[src/rtl/rvm_alu_seq_pkg.sv]
// Shared types for the ALU sequencer: op codes, FSM state encodings and the
// bitwise unit (rvm_bitwise) op codes and evaluation function.
package rvm_alu_seq_pkg;

  localparam int RVM_ALU_OP_W = 4;

  typedef enum logic [RVM_ALU_OP_W-1:0] {
    RVM_ALU_ADD  = 4'd0,
    RVM_ALU_SUB  = 4'd1,
    RVM_ALU_SLL  = 4'd2,
    RVM_ALU_SRL  = 4'd3,
    RVM_ALU_SRA  = 4'd4,
    RVM_ALU_OR   = 4'd5,
    RVM_ALU_AND  = 4'd6,
    RVM_ALU_XOR  = 4'd7,
    RVM_ALU_SLT  = 4'd8,
    RVM_ALU_SLTU = 4'd9
  } alu_op_e;

  typedef enum logic [1:0] {
    RVM_ALU_SEQ_IDLE  = 2'd0,
    RVM_ALU_SEQ_SHIFT = 2'd1,
    RVM_ALU_SEQ_DONE  = 2'd2
  } seq_state_e;

  typedef enum logic [1:0] {
    RVM_BITWISE_NOP = 2'd0,
    RVM_BITWISE_OR  = 2'd1,
    RVM_BITWISE_AND = 2'd2,
    RVM_BITWISE_XOR = 2'd3
  } bitwise_op_e;

  // NOP yields zero so the unit's output is quiet whenever it is not selected.
  function automatic logic [31:0] rvm_bitwise(input bitwise_op_e op,
                                              input logic [31:0] a,
                                              input logic [31:0] b);
    case (op)
      RVM_BITWISE_OR:  return a | b;
      RVM_BITWISE_AND: return a & b;
      RVM_BITWISE_XOR: return a ^ b;
      default:         return 32'd0;
    endcase
  endfunction

  function automatic logic is_shift_op(input logic [RVM_ALU_OP_W-1:0] op);
    return (op == RVM_ALU_SLL) || (op == RVM_ALU_SRL) || (op == RVM_ALU_SRA);
  endfunction

  function automatic logic is_legal_op(input logic [RVM_ALU_OP_W-1:0] op);
    return op <= RVM_ALU_SLTU;
  endfunction

endpackage

[src/rtl/rvm_alu_seq_shift_iter.sv]
// Iterative shifter: shift register, remaining-count down-counter and a
// combinational done flag raised in the cycle whose step empties the counter.
module rvm_alu_seq_shift_iter #(
  parameter int SHIFT_STEP = 1
) (
  input  logic        clk,
  input  logic        resetn,
  input  logic        start,
  input  logic        left,
  input  logic        arith,
  input  logic [31:0] data,
  input  logic [4:0]  shamt,
  output logic        done,
  output logic [31:0] result
);

  localparam logic [4:0] STEP = 5'(SHIFT_STEP);

  logic [31:0] sh_q;
  logic [4:0]  cnt_q;
  logic        left_q;
  logic        fill_q;
  logic [4:0]  amt;
  logic [31:0] stepped;

  // Right shifts with a one-fill are done on the complement so SRA keeps
  // replicating the original sign bit across every step.
  always_comb begin
    amt = (cnt_q < STEP) ? cnt_q : STEP;
    if (left_q)
      stepped = sh_q << amt;
    else if (fill_q)
      stepped = ~(~sh_q >> amt);
    else
      stepped = sh_q >> amt;
  end

  assign done   = (cnt_q != 5'd0) && (cnt_q <= STEP);
  assign result = stepped;

  always_ff @(posedge clk or negedge resetn) begin
    if (!resetn) begin
      sh_q   <= 32'd0;
      cnt_q  <= 5'd0;
      left_q <= 1'b0;
      fill_q <= 1'b0;
    end else if (start) begin
      sh_q   <= data;
      cnt_q  <= shamt;
      left_q <= left;
      fill_q <= arith & data[31];
    end else if (cnt_q != 5'd0) begin
      sh_q  <= stepped;
      cnt_q <= cnt_q - amt;
    end
  end

endmodule

[src/rtl/rvm_alu_seq.sv]
// ALU sequencer: one op per request handshake, registered result on a
// valid/ready response. Define RVM_ALU_SEQ_FAST_SHIFT_EN for single-cycle shifts.
//
// state | meaning
// IDLE  | req_ready high, waiting for a request
// SHIFT | iterative shifter stepping toward shamt
// DONE  | response valid, held until rsp_ready
module rvm_alu_seq
  import rvm_alu_seq_pkg::*;
#(
  parameter int SHIFT_STEP = 1
) (
  input  logic        clk,
  input  logic        resetn,
  input  logic        req_valid,
  output logic        req_ready,
  input  logic [3:0]  req_op,
  input  logic [31:0] req_lhs,
  input  logic [31:0] req_rhs,
  output logic        rsp_valid,
  input  logic        rsp_ready,
  output logic [31:0] rsp_result,
  output logic        rsp_illegal,
  output logic        busy
);

  seq_state_e  state_q, state_d;
  logic [31:0] result_q, result_d;
  logic        illegal_q, illegal_d;

  logic        idle;
  logic [4:0]  shamt;
  bitwise_op_e bw_op;
  logic [31:0] bw_res;
  logic [32:0] diff;
  logic        lt_signed;
  logic [31:0] op_res;

  assign idle  = (state_q == RVM_ALU_SEQ_IDLE);
  assign shamt = req_rhs[4:0];

  // The bitwise unit only sees a real op during the accepting cycle.
  always_comb begin
    bw_op = RVM_BITWISE_NOP;
    if (idle && req_valid) begin
      case (req_op)
        RVM_ALU_OR:  bw_op = RVM_BITWISE_OR;
        RVM_ALU_AND: bw_op = RVM_BITWISE_AND;
        RVM_ALU_XOR: bw_op = RVM_BITWISE_XOR;
        default:     bw_op = RVM_BITWISE_NOP;
      endcase
    end
  end

  assign bw_res    = rvm_bitwise(bw_op, req_lhs, req_rhs);
  assign diff      = {1'b0, req_lhs} - {1'b0, req_rhs};
  assign lt_signed = (req_lhs[31] ^ req_rhs[31]) ? req_lhs[31] : diff[31];

  always_comb begin
    op_res = 32'd0;
    case (req_op)
      RVM_ALU_ADD:  op_res = req_lhs + req_rhs;
      RVM_ALU_SUB:  op_res = diff[31:0];
      RVM_ALU_SLT:  op_res = {31'd0, lt_signed};
      RVM_ALU_SLTU: op_res = {31'd0, diff[32]};
      RVM_ALU_OR, RVM_ALU_AND, RVM_ALU_XOR: op_res = bw_res;
`ifdef RVM_ALU_SEQ_FAST_SHIFT_EN
      RVM_ALU_SLL:  op_res = req_lhs << shamt;
      RVM_ALU_SRL:  op_res = req_lhs >> shamt;
      RVM_ALU_SRA:  op_res = $signed(req_lhs) >>> shamt;
`else
      RVM_ALU_SLL, RVM_ALU_SRL, RVM_ALU_SRA: op_res = req_lhs;
`endif
      default:      op_res = 32'd0;
    endcase
  end

`ifndef RVM_ALU_SEQ_FAST_SHIFT_EN
  logic        shift_start;
  logic        shift_done;
  logic [31:0] shift_result;

  rvm_alu_seq_shift_iter #(
    .SHIFT_STEP(SHIFT_STEP)
  ) u_shift (
    .clk    (clk),
    .resetn (resetn),
    .start  (shift_start),
    .left   (req_op == RVM_ALU_SLL),
    .arith  (req_op == RVM_ALU_SRA),
    .data   (req_lhs),
    .shamt  (shamt),
    .done   (shift_done),
    .result (shift_result)
  );
`endif

  always_comb begin
    state_d   = state_q;
    result_d  = result_q;
    illegal_d = illegal_q;
`ifndef RVM_ALU_SEQ_FAST_SHIFT_EN
    shift_start = 1'b0;
`endif
    case (state_q)
      RVM_ALU_SEQ_IDLE: begin
        if (req_valid) begin
          state_d = RVM_ALU_SEQ_DONE;
          if (!is_legal_op(req_op)) begin
            result_d  = 32'd0;
            illegal_d = 1'b1;
          end else begin
            result_d  = op_res;
            illegal_d = 1'b0;
`ifndef RVM_ALU_SEQ_FAST_SHIFT_EN
            if (is_shift_op(req_op) && (shamt != 5'd0)) begin
              shift_start = 1'b1;
              result_d    = result_q;
              state_d     = RVM_ALU_SEQ_SHIFT;
            end
`endif
          end
        end
      end
`ifndef RVM_ALU_SEQ_FAST_SHIFT_EN
      RVM_ALU_SEQ_SHIFT: begin
        if (shift_done) begin
          result_d = shift_result;
          state_d  = RVM_ALU_SEQ_DONE;
        end
      end
`endif
      RVM_ALU_SEQ_DONE: begin
        if (rsp_ready) begin
          illegal_d = 1'b0;
          state_d   = RVM_ALU_SEQ_IDLE;
        end
      end
      default: state_d = RVM_ALU_SEQ_IDLE;
    endcase
  end

  always_ff @(posedge clk or negedge resetn) begin
    if (!resetn) begin
      state_q   <= RVM_ALU_SEQ_IDLE;
      result_q  <= 32'd0;
      illegal_q <= 1'b0;
    end else begin
      state_q   <= state_d;
      result_q  <= result_d;
      illegal_q <= illegal_d;
    end
  end

  assign req_ready   = idle;
  assign busy        = !idle;
  assign rsp_valid   = (state_q == RVM_ALU_SEQ_DONE);
  assign rsp_result  = result_q;
  assign rsp_illegal = illegal_q;

endmodule

[config.mk]
export PLATFORM = sky130hd
export DESIGN_NAME = rvm_alu_seq
export DESIGN_NICKNAME = d
export VERILOG_FILES = /design/src/rtl/rvm_alu_seq_pkg.sv /design/src/rtl/rvm_alu_seq_shift_iter.sv /design/src/rtl/rvm_alu_seq.sv
export SDC_FILE = /design/constraint.sdc
export NUM_CORES = 1
export LEC_CHECK = 0
export BUFFER_PORTS_ARGS = -buffer_cell sky130_fd_sc_hd__buf_2
export CORE_UTILIZATION = 40
export CTS_CLUSTER_DIAMETER = 100
export DETAILED_ROUTE_END_ITERATION = 7
export MAX_ROUTING_LAYER = met4
export SYNTH_ARGS = -nofsm -noshare
export SYNTH_HDL_FRONTEND = slang
export SYNTH_SLANG_ARGS = --single-unit
export TNS_END_PERCENT = 1
[constraint.sdc]
create_clock -name clk -period 2.2 [get_ports clk]
set_input_delay 0.11 -clock clk [delete_from_list [all_inputs] [get_ports clk]]
set_output_delay 0.11 -clock clk [all_outputs]
set_load 0.01 [all_outputs]
==> flow_summary_export.csv, run 1 <==
group,metric,value,unit
cts,insertion_delay,0.35,ns
sta,worst_slack,-0.752,ns
power_and_ir_drop,clockPowerShare,0.150,
floorplan,initial_utilization,0.410,
floorplan,rows,55,
yosys,synth_top_area_frac,0.199,
yosys,ys_ff_latch,74,
finish,stdcell_count,1923,
outcome,run_status,"complete, but fails checks",
yosys,synth-edff-count,0,
cts,cts.sinks,74,
sta,fin_crit_sh,1.34,
sta,fmax,0.339,GHz
drt,postRouteAntennaNets,0,
flow_run,drv_cap,0,
drt,viasPerCell,5.79,
power_and_ir_drop,power_switching,4.01,mW
power_and_ir_drop,peakVddDrop,444,uV
drt,vias,11100,
yosys,synth_area_per_cell,7.53,um^2
yosys,seq_area_frac_synth,0.199,
power_and_ir_drop,powerDensity,683,nW/um^2
grt,antenna_found_initial,0,
cts,cts-root-buf,"clkbuf_16",
sta,hold_violations,0,
finish,syn_to_final_growth,45.0,%
cts,cts_buffer_depth,2,
power_and_ir_drop,switching_share,0.435,
drt,drtIter0Drc,982,
hold_path,hold_class,"in2reg",
yosys,syn-num-nets,1420,
critical_path,reg2reg_to,"rsp_result[14]",
critical_path,ff2ff_path_depth,10,
yosys,ys_top_cells_by_count,"117 x nand2_1, 108 x a21oi_1, 108 x ha_1, 108 x nor2_1, 105 x o21ai_0",
yosys,syn_area,9320,um^2
yosys,synth_cells,1237,
grt,grt_max_degree,75,
yosys,synthFlopType,"dfrtp_1",
finish,fill_cells,2145,
floorplan,die_w,155,um
power_and_ir_drop,p_seq_frac,0.270,
cts,tritoncts,"done",
yosys,yosysWarnings,0,
grt,track_usage,0.338,
placement,place_inst,1898,
finish,antenna_cells,0,
critical_path,crit_end,"rsp_result[0]",
finish,layout.nets,1818,
critical_path,crit_required,2.47,ns
critical_path,worstPathArrival,3.23,ns
sta,fin_setup_tns,-7.70,ns
finish,final_core_util,0.595,
sta,finalSetupViolCount,22,
drt,remaining_drc_errors,0,
cts,numCtsBuffers,9,
critical_path,crit_start,"req_rhs[1]",
critical_path,critical_path_class,"in2reg",
drt,drt_pre_antenna_iters,5,
floorplan,fp.dieH,155,um
placement,dpl.hpwl,30500,um
placement,place_area,12700,um^2
critical_path,regToRegSetupSlack,-0.35,ns
yosys,yosysMostFrequentCell,"nand2_1",
hold_path,hold-path-cell-count,3,
outcome,violations,"negative setup slack",
sta,period_needed,2.95,ns
sta,finalMaxSlewViolations,0,
sta,relSlewSlack,0.318,
yosys,yosys.area.top_type,"dfrtp_1",
yosys,async_flop_share,1.00,
grt,grt_pass1_vias,10900,
yosys,synth_cell_types,83,
floorplan,io_pins,108,
grt,grt_pass1_wl,60600,um
sta,skew,0.00675,ns
critical_path,critPathMaxFanout,4,
cts,ctsHtreeMaxLevel,3,
drt,routed_wl,38600,um
finish,fin_area,13500,um^2
cts,clk_pin_slew_worst_paths,0.06,ns
sta,tightest_slew,1.02,ns
sta,grt_setup_unrepaired,"true",
finish,drive_above_1_share,0.366,
yosys,ys_top_cells_by_area,"dfrtp_1 20%, ha_1 15%, a21oi_1 5.8%",
power_and_ir_drop,p_comb_frac,0.580,
critical_path,endpoint_kind,"register",
power_and_ir_drop,intPower,5.22,mW
power_and_ir_drop,leakage,6.40,nW
grt,overflow,0,
placement,portBuffers,107,
power_and_ir_drop,finalPower,9.23,mW
drt,wire_per_inst,20.1,um
critical_path,r2r-start,"state_q[0]",
critical_path,critPathLaunchType,"primary input",
placement,gp_congestion,1.04,
floorplan,dieArea,23900,um^2
floorplan,core,22700,um^2
## sequential cells by signal, indices dropped and copies added, names as in the netlist
| signal | count |
|---|---|
| rsp_result | 32 |
| u_shift.sh_q | 32 |
| u_shift.cnt_q | 5 |
| state_q | 2 |
| rsp_illegal | 1 |
| u_shift.fill_q | 1 |
| u_shift.left_q | 1 |
## per-stage QoR
step	hold WS, ns	worst slack (ns)
detailed placement	0.342	-1.36
global placement	0.322	-1.26
global route	0.108	-0.916
finish	0.0886	-0.752
floorplan	-0.186	-0.847
CTS	0.0828	-0.737
## power groups by stage
stage / Sequential [mW] / Combinational [mW] / Clock [mW]
2_1_floorplan: 2.45 / 2.75 / 0
3_3_place_gp: 2.45 / 4.97 / 0
3_5_place_dp: 2.47 / 5.04 / 0
4_1_cts: 2.47 / 5.25 / 1.39
5_1_grt: 2.54 / 5.84 / 1.45
6_report: 2.49 / 5.35 / 1.38
## cells in the final DEF (no fill, tap or decap), types with 9 or more instances in the layout
| master | count |
|---|---|
| nor2_1 | 103 |
| buf_2 | 100 |
| a221oi_1 | 13 |
| o21ai_0 | 92 |
| o21ai_1 | 11 |
| o31ai_1 | 9 |
| mux2i_1 | 51 |
| o221ai_1 | 16 |
| nand3_1 | 18 |
| o21bai_1 | 11 |
| buf_6 | 9 |
| nor2b_1 | 12 |
| a22oi_1 | 12 |
| o22ai_1 | 13 |
| o211ai_1 | 10 |
| nand2b_1 | 21 |
| inv_1 | 86 |
| nand2_1 | 116 |
| o21a_1 | 10 |
| ha_4 | 12 |
| dfrtp_1 | 73 |
| ha_1 | 91 |
| inv_2 | 12 |
| nor3_1 | 23 |
| a21oi_1 | 98 |
| a21oi_2 | 11 |
| clkbuf_16 | 9 |
| a31oi_1 | 16 |
| buf_4 | 352 |
## layer usage
metal,up-vias,share of wire,global-route usage
met4,0,0.022,0.0957
met2,473,0.45,0.533
met5,-,0,-
met3,68,0.068,0.0339
met1,5338,0.46,0.459
li1,5248,-,-
## repair_timing
action | 4_1_cts | 5_1_grt
resized for setup | 86 | 22
cloned | 0 | 0
setup buffers | 7 | 2
pin swaps | 38 | 8
endpoints found under the hold margin | 75 | 0
hold buffers | 2 | 0
endpoints found under the setup margin | 49 | 29
## worst max-delay path, stage by stage
cell and delay (ns):
buf_8 0.08, clkinvlp_4 0.13, ha_4 0.31, nor2_4 0.04, o311ai_4 0.26, nand3_2 0.13
and3_4 0.21, o21ai_4 0.20, a211oi_4 0.10, o31ai_2 0.28, o21a_1 0.17, o21bai_1 0.07
fa_2 0.35, nor2_2 0.10, mux2i_1 0.07, o32ai_1 0.21, a21oi_1 0.06, o221ai_1 0.07
o21ai_1 0.11, a21oi_1 0.14
## worst min path at each step
stage | from | end | slack (ns)
finish | req_lhs[30] | u_shift.sh_q[30] | 0.09
global route | req_lhs[30] | u_shift.sh_q[30] | 0.11
CTS | req_lhs[30] | u_shift.sh_q[30] | 0.08
detailed placement | resetn | u_shift.sh_q[5] | 0.34
global placement | rsp_ready | state_q[1] | 0.32
floorplan | resetn | rsp_illegal | -0.19
## cells by family after synthesis
family          Yosys count  share of synthesized area
compound gates          427                      0.304
simple gates            368                      0.185
buf+inv                 187                     0.0861
fa+ha+maj               111                      0.151
flops                    74                      0.199
mux                      56                     0.0608
xor+xnor                 14                     0.0132
## final cells by class
class,count,area [um^2],area share
Multi-Input combinational cell,976,7200,0.532
Timing Repair Buffer,472,3440,0.255
Sequential cell,74,1850,0.137
Inverter,102,404,0.0299
Tap cell,285,357,0.0264
Clock buffer,14,264,0.0195
(Power assumes the default switching activity.)
==> run 2: changes to the inputs <==
--- a/config.mk
+++ b/config.mk
@@ -6,6 +6,7 @@
 export NUM_CORES = 1
 export LEC_CHECK = 0
 export BUFFER_PORTS_ARGS = -buffer_cell sky130_fd_sc_hd__buf_2
+export CAP_MARGIN = 0
 export CORE_UTILIZATION = 40
 export CTS_CLUSTER_DIAMETER = 100
 export DETAILED_ROUTE_END_ITERATION = 7
@@ -13,4 +14,4 @@
 export SYNTH_ARGS = -nofsm -noshare
 export SYNTH_HDL_FRONTEND = slang
 export SYNTH_SLANG_ARGS = --single-unit
-export TNS_END_PERCENT = 1
+export TNS_END_PERCENT = 5
==> flow_summary_export.csv, run 2 (synthesis results as in run 1) <==
group,metric,value,unit
outcome,run_status,"complete, but fails checks",
outcome,violations,"negative setup slack",
flow_run,drv_cap,0,
cts,cts.sinks,74,
grt,use_met2,0.535,
sta,finalMaxSlewViolations,0,
finish,stdcell_count,1925,
grt,track_usage,0.339,
critical_path,crit_required,2.47,ns
placement,place_inst,1898,
hold_path,hp-start,"req_lhs[30]",
sta,relSlewSlack,0.329,
drt,vias,11100,
cts,insertion_delay,0.35,ns
grt,grt_pass1_wl,60800,um
critical_path,crit_path_cell_trace,"buf_8, clkinvlp_4, ha_4, nor2_4, o311ai_4, nand3_2, and3_4, o21ai_4, a211oi_4, o31ai_2, o21a_1, o21bai_1, fa_2, nor2_2, mux2i_1, o32ai_1, a21oi_1, o221ai_1, o21ai_1, a21oi_1",
grt,antenna_found_initial,0,
finish,drive_above_1_share,0.368,
drt,postRouteAntennaNets,0,
critical_path,path_common_cell,"a21oi_1",
placement,portBuffers,107,
power_and_ir_drop,p_comb_frac,0.580,
grt,grt_use_met1,0.461,
power_and_ir_drop,power_switching,4.02,mW
hold_path,hold_class,"in2reg",
sta,fin_crit_sh,1.33,
floorplan,rows,55,
critical_path,reg2reg_to,"rsp_result[28]",
cts,ctsHtreeMaxLevel,3,
finish,antenna_cells,0,
drt,routed_wl,38600,um
drt,drt_pre_antenna_iters,8,
sta,skew,0.00629,ns
sta,fmax,0.342,GHz
sta,period_needed,2.93,ns
grt,overflow,0,
critical_path,cp_slowest_stage_delay,0.35,ns
sta,grt_setup_unrepaired,"true",
critical_path,critPathMaxFanout,3,
critical_path,cp_slowest_cell,"fa_2",
power_and_ir_drop,leakage,6.42,nW
grt,use_met3,0.0317,
finish,syn_to_final_growth,45.8,%
cts,cts_buffer_depth,2,
finish,mostFrequentLayoutCells,"353 x buf_4, 116 x nand2_1, 104 x nor2_1",
drt,viasPerCell,5.76,
floorplan,die_w,155,um
power_and_ir_drop,peakVddDrop,445,uV
drt,drtIter0Drc,1029,
critical_path,r2r-start,"u_shift.cnt_q[1]",
floorplan,dieArea,23900,um^2
sta,tightest_slew,1.01,ns
sta,hold_violations,0,
sta,worst_slack,-0.725,ns
floorplan,initial_utilization,0.410,
placement,gp_congestion,1.04,
sta,hold_slack,0.0908,ns
power_and_ir_drop,powerDensity,681,nW/um^2
critical_path,critical_path_class,"in2reg",
power_and_ir_drop,p_seq_frac,0.270,
drt,remaining_drc_errors,0,
critical_path,worstPathArrival,3.20,ns
cts,clk_pin_slew_worst_paths,0.06,ns
finish,layout_commonest_cell,"buf_4",
hold_path,min_to,"u_shift.sh_q[30]",
power_and_ir_drop,clockPowerShare,0.150,
finish,fill_cells,2136,
placement,dpl.hpwl,30500,um
critical_path,endpoint_kind,"register",
hold_path,hold-path-cell-count,3,
power_and_ir_drop,finalPower,9.25,mW
power_and_ir_drop,switching_share,0.435,
floorplan,core,22700,um^2
sta,finalSetupViolCount,22,
finish,final_core_util,0.598,
sta,fin_setup_tns,-7.64,ns
cts,numCtsBuffers,9,
power_and_ir_drop,intPower,5.23,mW
floorplan,fp.dieH,155,um
critical_path,critPathLaunchType,"primary input",
finish,layout.nets,1820,
floorplan,io_pins,108,
cts,tritoncts,"done",
cts,cts-root-buf,"clkbuf_16",
critical_path,ff2ff_path_depth,8,
grt,grt_max_degree,75,
drt,wire_per_inst,20.1,um
grt,grt_pass1_vias,10900,
grt,busiest_layer,"met2",
critical_path,regToRegSetupSlack,-0.33,ns
==> run 2: changes by cell type in the layout (fill, tap and decap cells not counted), moves of 2 or more <==
cell   before  now
ha_4       12   14
ha_1       91   89
buf_6       9   13
buf_2     100   97
==> run 2: critical path: cells and delay by family <==
kind            cells  cell delay [ns]
compound gates     11             1.67
fa+ha+maj           2             0.65
mux                 1             0.07
simple gates        4             0.50
buf+inv             2             0.20
==> run 2: per-stage QoR <==
step	instance area (um^2)	setup slack (ns)
after global placement	12700	-1.26
after detailed placement	12700	-1.36
after floorplan	9510	-0.847
after global routing	13600	-0.904
final	13600	-0.725
after CTS	13500	-0.737
==> run 2: repair_timing <==
action                                  CTS  global route
resized for setup                        97            19
pin swaps                                38             9
buffers inserted                          8             3
hold buffers                              2             0
endpoints found under the setup margin   49            29
endpoints found under the hold margin    75             0
==> run 2: power groups by stage <==
stage	Sequential (mW)	Combinational (mW)	Clock (mW)
final	2.50	5.37	1.38
after global routing	2.54	5.85	1.45
after CTS	2.47	5.26	1.39
after detailed placement	2.47	5.04	0
after global placement	2.45	4.97	0
after floorplan	2.45	2.75	0
==> run 2: area by class of cell <==
type,instances,area [um^2],share of cell area
Timing Repair Buffer,474,3480,0.256
Inverter,102,404,0.0297
Clock buffer,14,264,0.0194
Multi-Input combinational cell,976,7230,0.532
Tap cell,285,357,0.0262
Sequential cell,74,1850,0.136
==> run 2: worst max path at each step <==
stage | from | to | slack, ns | cells past startpoint
finish | req_rhs[1] | rsp_result[0] | -0.73 | 20
floorplan | req_rhs[18] | rsp_result[31] | -0.85 | 17
CTS | req_rhs[1] | rsp_result[0] | -0.74 | 20
global placement | req_rhs[1] | rsp_result[0] | -1.26 | 20
detailed placement | req_rhs[1] | rsp_result[0] | -1.36 | 20
global route | req_rhs[1] | rsp_result[0] | -0.90 | 20
==> run 2: per-layer routing <==
| layer | vias up | part of all wire |
|---|---|---|
| met4 | 0 | 0.023 |
| met5 | - | 0 |
| li1 | 5266 | - |
| met3 | 61 | 0.069 |
| met2 | 464 | 0.45 |
| met1 | 5296 | 0.46 |
==> run 3: changes to the inputs <==
--- a/config.mk
+++ b/config.mk
@@ -6,7 +6,7 @@
 export NUM_CORES = 1
 export LEC_CHECK = 0
 export BUFFER_PORTS_ARGS = -buffer_cell sky130_fd_sc_hd__buf_2
-export CAP_MARGIN = 0
+export CAP_MARGIN = 20
 export CORE_UTILIZATION = 40
 export CTS_CLUSTER_DIAMETER = 100
 export DETAILED_ROUTE_END_ITERATION = 7
==> constraint.sdc (replaced) <==
create_clock -name clk -period 3.45 [get_ports clk]
set_input_delay 0.1725 -clock clk [delete_from_list [all_inputs] [get_ports clk]]
set_output_delay 0.1725 -clock clk [all_outputs]
set_load 0.01 [all_outputs]
==> flow_summary_export.csv, run 3 (synthesis results as in run 1) <==
group,metric,value,unit
outcome,run_status,"completed",
finish,fill_cells,2280,
critical_path,crit_start,"req_rhs[10]",
grt,grt_pass1_wl,56800,um
critical_path,r2r-start,"state_q[0]",
critical_path,crit_required,3.73,ns
critical_path,critPathLaunchType,"primary input",
drt,viasPerCell,5.93,
critical_path,cp_slowest_cell,"fa_1",
power_and_ir_drop,finalPower,5.54,mW
finish,drive_above_1_share,0.238,
sta,worst_slack,0.239,ns
cts,cts.sinks,74,
sta,relSlewSlack,0.394,
cts,postCtsSetupBuffers,0,
cts,numCtsBuffers,9,
sta,fin_crit_sh,0.931,
floorplan,core,22700,um^2
placement,portBuffers,107,
sta,finalMaxSlewViolations,0,
grt,grt_max_degree,75,
cts,clk_pin_slew_worst_paths,0.06,ns
critical_path,cp_slowest_stage_delay,0.38,ns
drt,routed_wl,36500,um
drt,wire_per_inst,20.9,um
drt,drt_pre_antenna_iters,5,
placement,place_area,11200,um^2
sta,grt_setup_unrepaired,"false",
drt,drtIter0Drc,860,
sta,hold_slack,0.0290,ns
sta,fin_setup_tns,0,ns
cts,ctsHtreeMaxLevel,3,
power_and_ir_drop,leakage,5.47,nW
grt,antenna_found_initial,0,
floorplan,io_pins,108,
grt,track_usage,0.318,
power_and_ir_drop,peakVddDrop,276,uV
grt,grt_pass1_vias,9952,
critical_path,critPathMaxFanout,4,
critical_path,endpoint_kind,"register",
cts,tritoncts,"done",
critical_path,crit_path_cell_trace,"buf_2, inv_1, ha_1, inv_1, a221oi_1, o31ai_1, a41o_1, o21ai_2, a211oi_2, o31ai_2, o21a_1, o21bai_1, fa_1, nor2_1, mux2i_1, o32ai_1, a21oi_1, o221ai_1, o21ai_0, a21oi_1",
sta,tightest_slew,0.909,ns
sta,skew,0.0120,ns
sta,finalSetupViolCount,0,
floorplan,dieArea,23900,um^2
cts,cts_buffer_depth,2,
sta,hold_violations,0,
floorplan,die_w,155,um
floorplan,rows,55,
hold_path,hp-start,"rsp_ready",
hold_path,hold_class,"in2reg",
finish,antenna_cells,0,
finish,mostFrequentLayoutCells,"183 x buf_4, 117 x nand2_1, 108 x ha_1",
placement,dpl.hpwl,28100,um
sta,fmax,0.311,GHz
critical_path,critical_path_class,"in2reg",
critical_path,worstPathArrival,3.49,ns
finish,fin_area,11600,um^2
sta,period_needed,3.21,ns
cts,cts-root-buf,"clkbuf_16",
finish,syn_to_final_growth,24.9,%
flow_run,drv_cap,0,
placement,pre_cts_ws,-0.377,ns
grt,overflow,0,
floorplan,fp.dieH,155,um
cts,insertion_delay,0.35,ns
drt,vias,10400,
floorplan,initial_utilization,0.410,
drt,remaining_drc_errors,0,
placement,gp_congestion,1.02,
drt,postRouteAntennaNets,0,
power_and_ir_drop,powerDensity,476,nW/um^2
finish,layout_commonest_cell,"buf_4",
finish,layout.nets,1639,
run 3: cell types whose count changed in the layout (fill, tap and decap cells not counted), sizes merged:
cell / delta
buf: -180
clkbuf: -3
bufinv: +2
clkinv: +2
dlygate4sd3: -1
inv: +1
run 3: per-layer routing:
layer,vias to the layer above,track usage,part of all wire
met5,-,-,0
met4,0,0.122,0.034
met3,86,0.0549,0.088
met2,519,0.474,0.43
met1,4846,0.426,0.45
li1,4901,-,-
run 3: metrics by stage:
stage	std cells	util
2_1_floorplan	1237	-
3_3_place_gp	1728	0.495
3_5_place_dp	1728	0.495
4_1_cts	1744	0.509
5_1_grt	1746	0.513
6_report	1746	0.513
run 3: where the power goes:
group,total [mW],switching [mW],internal (mW)
Clock,1.04,0.385,0.651
Combinational,2.90,1.71,1.19
Sequential,1.60,0.342,1.26
Total,5.54,2.44,3.10
run 3: cell type report:
cell class                      instances  area [um^2]  area share
Sequential cell                        74         1850       0.159
Tap cell                              285          357      0.0306
Inverter                              102          383      0.0329
Timing Repair Buffer                  293         1980       0.170
Clock inverter                          5         77.6     0.00666
Multi-Input combinational cell        976         6750       0.579
Clock buffer                           11          243      0.0209
run 3: timing repair:
item,CTS,global route
endpoints found under the setup margin,2,2
hold buffers,0,1
hold endpoints to repair,0,13
pin swaps,0,1
gates resized for setup,2,7
run 3: final timing paths:
check | slack, ns | depth (start not counted) | to
worst max-delay path | 0.24 | 20 | rsp_result[0]
worst min-delay path | 0.03 | 2 | state_q[1]
worst max register to register | 0.48 | 8 | rsp_result[24]
worst min register to register | 0.47 | 2 | rsp_result[12]
max in group asynchronous | 2.67 | 3 | u_shift.left_q
min in group asynchronous | 0.21 | 2 | u_shift.sh_q[5]
run 3: critical path, delay by kind of cell:
family          cells  cell delay [ns]
mux                 1             0.07
fa+ha+maj           2             0.75
simple gates        1             0.09
compound gates     13             2.17
buf+inv             3             0.22
